--- src/rtl/seq_pattern_tx_pkg.sv ---
// Shared definitions for the serial pattern transmitter: state encoding and default sizes.
package seq_pattern_tx_pkg;

  localparam int unsigned DefWidth = 8;
  localparam int unsigned DefLenW  = 4;

  typedef enum logic [1:0] {
    StIdle  = 2'b00,
    StShift = 2'b01,
    StDone  = 2'b10
  } state_e;

endpackage

--- src/rtl/seq_pattern_tx_if.sv ---
// Control and serial-output bundle between a pattern source (master) and the transmitter (slave).
interface seq_pattern_tx_if
  import seq_pattern_tx_pkg::*;
#(
  parameter int unsigned Width = DefWidth,
  parameter int unsigned LenW  = DefLenW
) ();

  logic             start;
  logic [Width-1:0] pattern;
  logic [LenW-1:0]  length;
  logic             loop;
  logic             bit_en;
  logic             w;
  logic             valid;
  logic             busy;
  logic             done;
  logic             err;

  modport master (
    output start, pattern, length, loop, bit_en,
    input  w, valid, busy, done, err
  );

  modport slave (
    input  start, pattern, length, loop, bit_en,
    output w, valid, busy, done, err
  );

endinterface

--- src/rtl/seq_pattern_tx_shreg.sv ---
// Parallel-load, left-shift register with zero fill; MSB is the serial output bit.
module seq_pattern_tx_shreg
  import seq_pattern_tx_pkg::*;
#(
  parameter int unsigned Width = DefWidth
) (
  input  logic             clk_i,
  input  logic             rst_ni,
  input  logic             load_i,
  input  logic [Width-1:0] load_val_i,
  input  logic             shift_i,
  output logic             msb_o
);

  logic [Width-1:0] shreg_q, shreg_d;

  always_comb begin
    shreg_d = shreg_q;
    if (load_i) begin
      shreg_d = load_val_i;
    end else if (shift_i) begin
      shreg_d = {shreg_q[Width-2:0], 1'b0};
    end
  end

  always_ff @(posedge clk_i) begin
    if (!rst_ni) begin
      shreg_q <= '0;
    end else begin
      shreg_q <= shreg_d;
    end
  end

  assign msb_o = shreg_q[Width-1];

endmodule

--- src/rtl/seq_pattern_tx.sv ---
// Serial bit-pattern transmitter: sends a right-aligned pattern MSB-first, optionally looping.
module seq_pattern_tx
  import seq_pattern_tx_pkg::*;
#(
  parameter int unsigned Width = DefWidth,
  parameter int unsigned LenW  = DefLenW
) (
  input  logic            clock,
  input  logic            resetn,
  seq_pattern_tx_if.slave tx_io
);

  localparam logic [LenW:0] WidthExt = (LenW + 1)'(Width);

  state_e           state_q, state_d;
  logic [Width-1:0] pat_q, pat_d;
  logic [LenW-1:0]  len_q, len_d;
  logic [LenW-1:0]  cnt_q, cnt_d;
  logic             err_q, err_d;

  logic             load, shift_en, msb, len_ok;
  logic [Width-1:0] load_pat, load_val;
  logic [LenW-1:0]  load_len;
  logic [LenW:0]    shamt;

  assign len_ok   = (tx_io.length != '0) && ({1'b0, tx_io.length} <= WidthExt);
  // Left-justify so the first bit to send lands in the MSB.
  assign shamt    = WidthExt - {1'b0, load_len};
  assign load_val = load_pat << shamt;

  always_comb begin
    state_d  = state_q;
    pat_d    = pat_q;
    len_d    = len_q;
    cnt_d    = cnt_q;
    err_d    = 1'b0;
    load     = 1'b0;
    shift_en = 1'b0;
    load_pat = tx_io.pattern;
    load_len = tx_io.length;
    unique case (state_q)
      StIdle: begin
        if (tx_io.start) begin
          if (len_ok) begin
            pat_d   = tx_io.pattern;
            len_d   = tx_io.length;
            cnt_d   = tx_io.length;
            load    = 1'b1;
            state_d = StShift;
          end else begin
            err_d = 1'b1;
          end
        end
      end
      StShift: begin
        if (tx_io.bit_en) begin
          shift_en = 1'b1;
          cnt_d    = cnt_q - LenW'(1);
          if (cnt_q == LenW'(1)) begin
            state_d = StDone;
          end
        end
      end
      StDone: begin
        if (tx_io.loop) begin
          load_pat = pat_q;
          load_len = len_q;
          load     = 1'b1;
          cnt_d    = len_q;
          state_d  = StShift;
        end else begin
          state_d = StIdle;
        end
      end
      default: state_d = StIdle;
    endcase
  end

  always_ff @(posedge clock) begin
    if (!resetn) begin
      state_q <= StIdle;
      pat_q   <= '0;
      len_q   <= '0;
      cnt_q   <= '0;
      err_q   <= 1'b0;
    end else begin
      state_q <= state_d;
      pat_q   <= pat_d;
      len_q   <= len_d;
      cnt_q   <= cnt_d;
      err_q   <= err_d;
    end
  end

  seq_pattern_tx_shreg #(
    .Width (Width)
  ) u_shreg (
    .clk_i      (clock),
    .rst_ni     (resetn),
    .load_i     (load),
    .load_val_i (load_val),
    .shift_i    (shift_en),
    .msb_o      (msb)
  );

  assign tx_io.valid = (state_q == StShift) && tx_io.bit_en;
  assign tx_io.w     = tx_io.valid && msb;
  assign tx_io.busy  = (state_q != StIdle);
  assign tx_io.done  = (state_q == StDone);
  assign tx_io.err   = err_q;

endmodule

--- src/flat_wrapper.sv ---
// flat-port wrapper written by rule: the top's interface ports become plain ports
module seq_pattern_tx_flat import seq_pattern_tx_pkg::*;
#(
  parameter int unsigned Width = DefWidth,
  parameter int unsigned LenW  = DefLenW
)
  (clock, resetn, tx_io_start, tx_io_pattern, tx_io_length, tx_io_loop, tx_io_bit_en, tx_io_w, tx_io_valid, tx_io_busy, tx_io_done, tx_io_err);
  seq_pattern_tx_if #(.Width(Width), .LenW(LenW)) tx_io_i ();
  input  logic clock;
  input  logic resetn;
  input wire logic [$bits(tx_io_i.start)-1:0] tx_io_start;
  input wire logic [$bits(tx_io_i.pattern)-1:0] tx_io_pattern;
  input wire logic [$bits(tx_io_i.length)-1:0] tx_io_length;
  input wire logic [$bits(tx_io_i.loop)-1:0] tx_io_loop;
  input wire logic [$bits(tx_io_i.bit_en)-1:0] tx_io_bit_en;
  output wire logic [$bits(tx_io_i.w)-1:0] tx_io_w;
  output wire logic [$bits(tx_io_i.valid)-1:0] tx_io_valid;
  output wire logic [$bits(tx_io_i.busy)-1:0] tx_io_busy;
  output wire logic [$bits(tx_io_i.done)-1:0] tx_io_done;
  output wire logic [$bits(tx_io_i.err)-1:0] tx_io_err;
  assign tx_io_i.start = tx_io_start;
  assign tx_io_i.pattern = tx_io_pattern;
  assign tx_io_i.length = tx_io_length;
  assign tx_io_i.loop = tx_io_loop;
  assign tx_io_i.bit_en = tx_io_bit_en;
  assign tx_io_w = tx_io_i.w;
  assign tx_io_valid = tx_io_i.valid;
  assign tx_io_busy = tx_io_i.busy;
  assign tx_io_done = tx_io_i.done;
  assign tx_io_err = tx_io_i.err;
  seq_pattern_tx #(.Width(Width), .LenW(LenW)) u_core (.clock(clock), .resetn(resetn), .tx_io(tx_io_i));
endmodule
--- config.mk ---
export PLATFORM = sky130hd
export DESIGN_NAME = seq_pattern_tx_flat
export DESIGN_NICKNAME = d
export VERILOG_FILES = /design/src/rtl/seq_pattern_tx_pkg.sv /design/src/rtl/seq_pattern_tx_if.sv /design/src/rtl/seq_pattern_tx_shreg.sv /design/src/rtl/seq_pattern_tx.sv /design/src/flat_wrapper.sv
export SDC_FILE = /design/constraint.sdc
export NUM_CORES = 1
export LEC_CHECK = 0
export CAP_MARGIN = 20
export CORE_MARGIN = 4
export CORE_UTILIZATION = 50
export DETAILED_ROUTE_END_ITERATION = 6
export GPL_ROUTABILITY_DRIVEN = 1
export PLACE_DENSITY = 0.73
export REMOVE_ABC_BUFFERS = 1
export SYNTH_ARGS = -nofsm -noshare
export SYNTH_HDL_FRONTEND = slang
export SYNTH_HIERARCHICAL = 1
export SYNTH_SLANG_ARGS = --single-unit
--- constraint.sdc ---
create_clock -name clock -period 4.47 [get_ports clock]
set_clock_uncertainty 0.2 [all_clocks]
set_input_delay 1.1175 -clock clock [delete_from_list [all_inputs] [get_ports clock]]
set_output_delay 1.1175 -clock clock [all_outputs]
set_load 0.005 [all_outputs]
**After elaboration in Yosys (flattened, before gate mapping)**

Index checks and enable logic that the tools add are counted.

- Add/sub/neg operators: 2
- Multipliers: 0
- Div/mod/pow operators: 0
- Magnitude comparators: 1
- Equality and inequality tests: 8
- Shift-type cells: 1
- Multiplexer cells: 24
- Bitwise gates (word level): 0
- Reductions and logical operators: 12

Operator list:

| operator | count |
|---|---|
| $mux 8 | 4 |
| $mux 4 | 6 |
| $pmux 4 s3 | 1 |
| $mux 2 | 4 |
| $shl 8x5->8 | 1 |
| $mux 1 | 7 |
| $ne 2x2->1 const B | 3 |
| $pmux 2 s3 | 1 |
| $reduce_and 3->1 | 2 |
| $reduce_and 5->1 | 1 |
| $sub 4x4->5 const A | 1 |
| $eq 4x1->1 const B | 1 |
| $le 4x4->1 const B | 1 |
| $ne 2x1->1 const B | 2 |
| $reduce_and 4->1 | 1 |
| $reduce_bool 2->1 | 2 |
| $reduce_bool 4->1 | 1 |
| $sub 4x1->4 const B | 1 |
| $logic_and 1x1->1 | 3 |
| $reduce_bool 3->1 | 1 |
| $eq 2x1->1 const B | 1 |
| $eq 2x2->1 const B | 1 |
| $logic_not 2->1 | 1 |
| $pmux 1 s2 | 1 |

- Bits in registers: 27
- Bits in latches: 0
- RAM bits: 0
- ROM bits: 0
- Bits of input ports: 17
- Output and inout bits: 5
- Logic and storage cells: 54
- Memories: 0

**Logic depth before layout (Yosys ltp)**

- Depth after elaboration: 6
- Depth in mapped cells: 14
- Mapped depth without buffers: 12

**Modules after synthesis**

The synthesis kept the hierarchy.

Modules (own cells, without submodules):

| module | instances | cells each | area an instance (µm²) | seq. area each (µm²) |
|---|---|---|---|---|
| seq_pattern_tx | 1 | 192 | 1624.1 | 380.4 |
| seq_pattern_tx_shreg | 1 | 35 | 419.2 | 160.2 |

**Worst setup path before layout**

No wires, ideal clock.

- Path kind: input port to flip-flop
- Start point: in tx_io_loop
- End point: reg u_core.u_shreg.shreg_q[6]
- Library setup time: 58 ps
- Arrival: 3322 ps
- Required time: 4212 ps
- Slack: 889 ps
- Stages on the path: 11
- Path buffers: 1
- Path through: nand2_1 -> clkbuf_1 -> mux2i_1 -> ha_1 -> nand2b_1 -> mux2_4 -> a221o_1 -> nor2b_1 -> a311oi_2 -> nand2b_1 -> o211a_1

- Word-level cells in the longest chain between the ends: 5
- Elaborated cells between the ends (all ways): 10
- Classes of those cells: add/sub (1); shift (1); mux (7); reduce/logical (1)

Ends and longest elaborated chain:

| item | RTL line | RTL |
|---|---|---|
| start, declared | flat_wrapper.sv:14 | `input wire logic [$bits(tx_io_i.loop)-1:0] tx_io_loop;` |
| $mux 4 | seq_pattern_tx.sv:65 | `if (tx_io.loop) begin` |
| $mux 4 | seq_pattern_tx.sv:41 | `unique case (state_q)` |
| $sub 4x4->5 | seq_pattern_tx.sv:28 | `assign shamt = WidthExt - {1'b0, load_len};` |
| $shl 8x5->8 * | seq_pattern_tx.sv:29 | `assign load_val = load_pat << shamt;` |
| net u_core.load_val[6] | seq_pattern_tx.sv:22 | `logic [Width-1:0] load_pat, load_val;` |
| $mux 8 * | seq_pattern_tx_shreg.sv:19 | `if (load_i) begin` |
| end signal, assigned | seq_pattern_tx_shreg.sv:30 | `shreg_q <= shreg_d;` |
| end, declared | seq_pattern_tx_shreg.sv:15 | `logic [Width-1:0] shreg_q, shreg_d;` |

The timed path passes the listed nets; every way through them passes the cells marked *.
A chain may end at the register's enable or synchronous reset.

**Worst setup path after layout**

Same ends and word-level chain as after synthesis.

==> impl_results.md <==
- Status: complete, no violations
- Fin crit period: 3.68 ns
- First-pass GRT wire length: 7.45 mm
- Setup violations, final: 0
- Worst Path Arrival: 3.70 ns
- CTS Buf Count: 3
- Sink Count: 27
- Fill count: 346
- Die H: 71.9 um
- H-tree depth: 1
- Max Root-Sink Buffers: 2
- Number of synthesized register bits: 27
- Footprint of the multi-input gates: 0.00136 mm^2
- GRT Util Overall: 17.6%
- Gpl congestion: 0.873
- Overall power consumption: 0.780 mW
- Main combinational cell family by area after synthesis: compound AO/OA/AOI/OAI gates
- I/O pins: 22
- Post-Synth XOR/XNOR Area: 1.65%
- Post-CTS setup buffer count: 0
- Critical-path maximum fanout: 5
- Register area: 541 um^2
- Ant. Diodes: 0
- Crit. End Element: flop
- Syn. warnings: 6
- Worst-path clk slew: 0.09 ns
- Area grow syn2layout: 12.5%
- Setup crit start: tx_io_loop
- DR vias: 1,703
- Actual slew at the worst max-slew pin: 0.535 ns
- Drt total wl: 4.45 mm
- Reg-to-Reg Start: u_core/state_q[0]
- Vias in the first global route: 1,586
- Top-area cell type share of the netlist area: 26.5%
- EDFF count, synth: 0
- Final Hold Fails: 0
- Async SR Flop Fraction: 0%
- Adder-Cell Fraction of Synth Area: 4.90%
- Worst Hold Class: reg2reg
- Drt via density: 5.85
- Largest net degree at the start of global routing: 18
- Yosys top cell by area: dfxtp_1
- Post-DRT Antenna Nets: 0
- Initial Util: 53.8%
- RSZ-0062 raised after global routing: false
- Fin crit share: 82.4%
- Worst vdd ir: 300 uV
- Main synth FF type: dfxtp_1
- CP max-delay cell: clkdlybuf4s50_1
- Syn Area/Cell: 9.00 um^2
- Die area: 0.00517 mm^2
- Crit path kind: in2reg
- Most frequent cell on the critical path: nand2b_1
- Sum of negative setup slack: 0 ns
- CTS Hold Bufs: 0
- Worst-Skew Late Latency: 0.27 ns
- Hold path startpoint: u_core/pat_q[7]
- Register area share after synthesis: 26.5%
- Total gr overflow: 0
- Post-synthesis simple-gate area fraction: 18.7%
- Post-CTS sizing: 0
- FMAX: 271 MHz
- Root buffer cell: clkbuf_8
- Pre-antenna DRT Iters: 4
- Compound-Gate Fraction of Synth Area: 21.2%
- Critical path's largest stage delay: 0.52 ns
- Post-synthesis mux area share: 20.1%
- Pwr dens: 339 mW/mm^2
- Port-buffer cells: 21
- Final net count: 269
- Data required, critical path: 4.49 ns
- Rel. slew slack: 64.3%
- Share of layout cells above drive strength 1: 13.6%
- Max capacitance violation total: 0
- Rows: 22
- Lkg Pwr: 0.961 nW
- Unique masters post-synth: 50
- Initial DRC Count: 113
- Largest cells by area after synthesis: dfxtp_1 (26%), mux2i_1 (9.8%), mux2_4 (5.9%), ha_1 (4.9%), o211a_1 (4.4%)
- Critical-path cell list: clkdlybuf4s50_1, nand2_1, mux2i_1, ha_1, nand2b_1, mux2_4, a221o_1, nor2b_1, a311oi_2, nand2b_1, o211a_1
- CTS tree: built
- Synth Instances: 227
- Mapped Area: 0.00204 mm^2
- Hpwl dp: 3.35 mm
- Core area: 0.00380 mm^2
- Post-route DRC: 0
- Critical Path Source Type: input pin
- Routed length per instance: 15.3 um
- Slew Viols, Final: 0
- Die Wd: 71.9 um
- Antenna violations before repair: 0
## state kept, by name (all words and copies together) (netlist names)
| signal | count |
|---|---|
| u_core/cnt_q | 4 |
| u_core/len_q | 4 |
| u_core/pat_q | 8 |
| u_core/state_q | 2 |
| u_core/tx_io.err | 1 |
| u_core/u_shreg/shreg_q | 8 |
## final timing paths
kind,to,depth (start not counted),slack (ns)
worst min register to register,u_core/pat_q[7],2,0.31
worst max-delay path,u_core/u_shreg/shreg_q[6],11,0.79
worst min-delay path,u_core/pat_q[7],2,0.31
worst max register to register,u_core/u_shreg/shreg_q[6],12,1.22
## per-layer routing
layer  share of wire (%)  vias to the layer above  GRT usage, %  wire, um
li1                    -                      863             -         -
met1                  48                      785          24.4      2150
met4                0.76                        0          2.92        34
met3                 5.7                        4          3.60       252
met2                  45                       51          28.6      2010
met5                   0                        -             0         0
## synthesized netlist by cell type (2+ instances only)
master	number
dfxtp_1	27
mux2i_1	20
nor2_1	14
nand2_1	13
nand2b_1	11
a21oi_1	9
inv_1	9
o211a_1	9
ha_1	8
mux2_2	8
mux2_4	8
a211oi_1	7
nand3_1	7
buf_6	6
nor2b_1	6
clkbuf_1	5
nor3_1	5
o21ai_0	5
o31ai_1	4
a221oi_1	3
a22oi_1	3
a31oi_1	3
buf_2	3
o22ai_1	3
a2111oi_0	2
and2_4	2
and3_1	2
nand3b_1	2
o2111ai_1	2
## layout by cell type (no fill, tap or decap), drive strengths merged, types with 6 or more instances in the layout
cell type and count:
nor2 14, buf 6, mux2 16, o21ai 6, dfxtp 27, nand3 7
inv 9, a21oi 9, nand2 13, o211a 9, a211oi 7, clkdlybuf4s50 21
ha 8, nand2b 11, mux2i 20, nor2b 6, nor3 6
## final cells by class
cell class	instances	share of cell area, %
sequential	27	23.5
inverter	10	1.63
timing repair buffer	27	11.1
multi-input combinational	175	59.2
clock buffer	4	1.96
tap	48	2.61
## stage by stage
stage                     cell area [um^2]  worst slack [ns]  util [%]  hold WS [ns]  instances
final                                 2300             0.786      60.5         0.307        291
after global routing                  2300             0.591      60.5         0.335        291
after CTS                             2300             0.792      60.5         0.310        291
after detailed placement              2250             0.524      59.3         0.290        287
after global placement                2250             0.534      59.3         0.274        287
after floorplan                       1940              1.02         -         0.252        212
## worst max-delay path: cells and delay by family
kind                     cells  cell delay, ns
AO/OA/AOI/OAI                3            0.73
adder cells (fa/ha/maj)      1            0.26
buffers and inverters        1            0.52
multiplexers                 2            0.52
AND/OR/NAND/NOR              4            0.57
## logic make-up (layout without fill, tap and decap cells)
| kind of cell | count (synthesis) | in the layout |
|---|---|---|
| compound gates | 58 | 58 |
| flops | 27 | 27 |
| simple gates | 70 | 70 |
| mux | 36 | 36 |
| fa+ha+maj | 8 | 8 |
| xor+xnor | 3 | 3 |
| buf+inv | 25 | 41 |
## power by group
group | switching, mW | internal (mW) | leakage (nW) | total [mW]
Clock | 0.0732 | 0.0638 | 0.0228 | 0.137
Sequential | 0.0312 | 0.279 | 0.221 | 0.310
Combinational | 0.170 | 0.163 | 0.717 | 0.333
No activity file was read; power rests on OpenSTA's default activity.
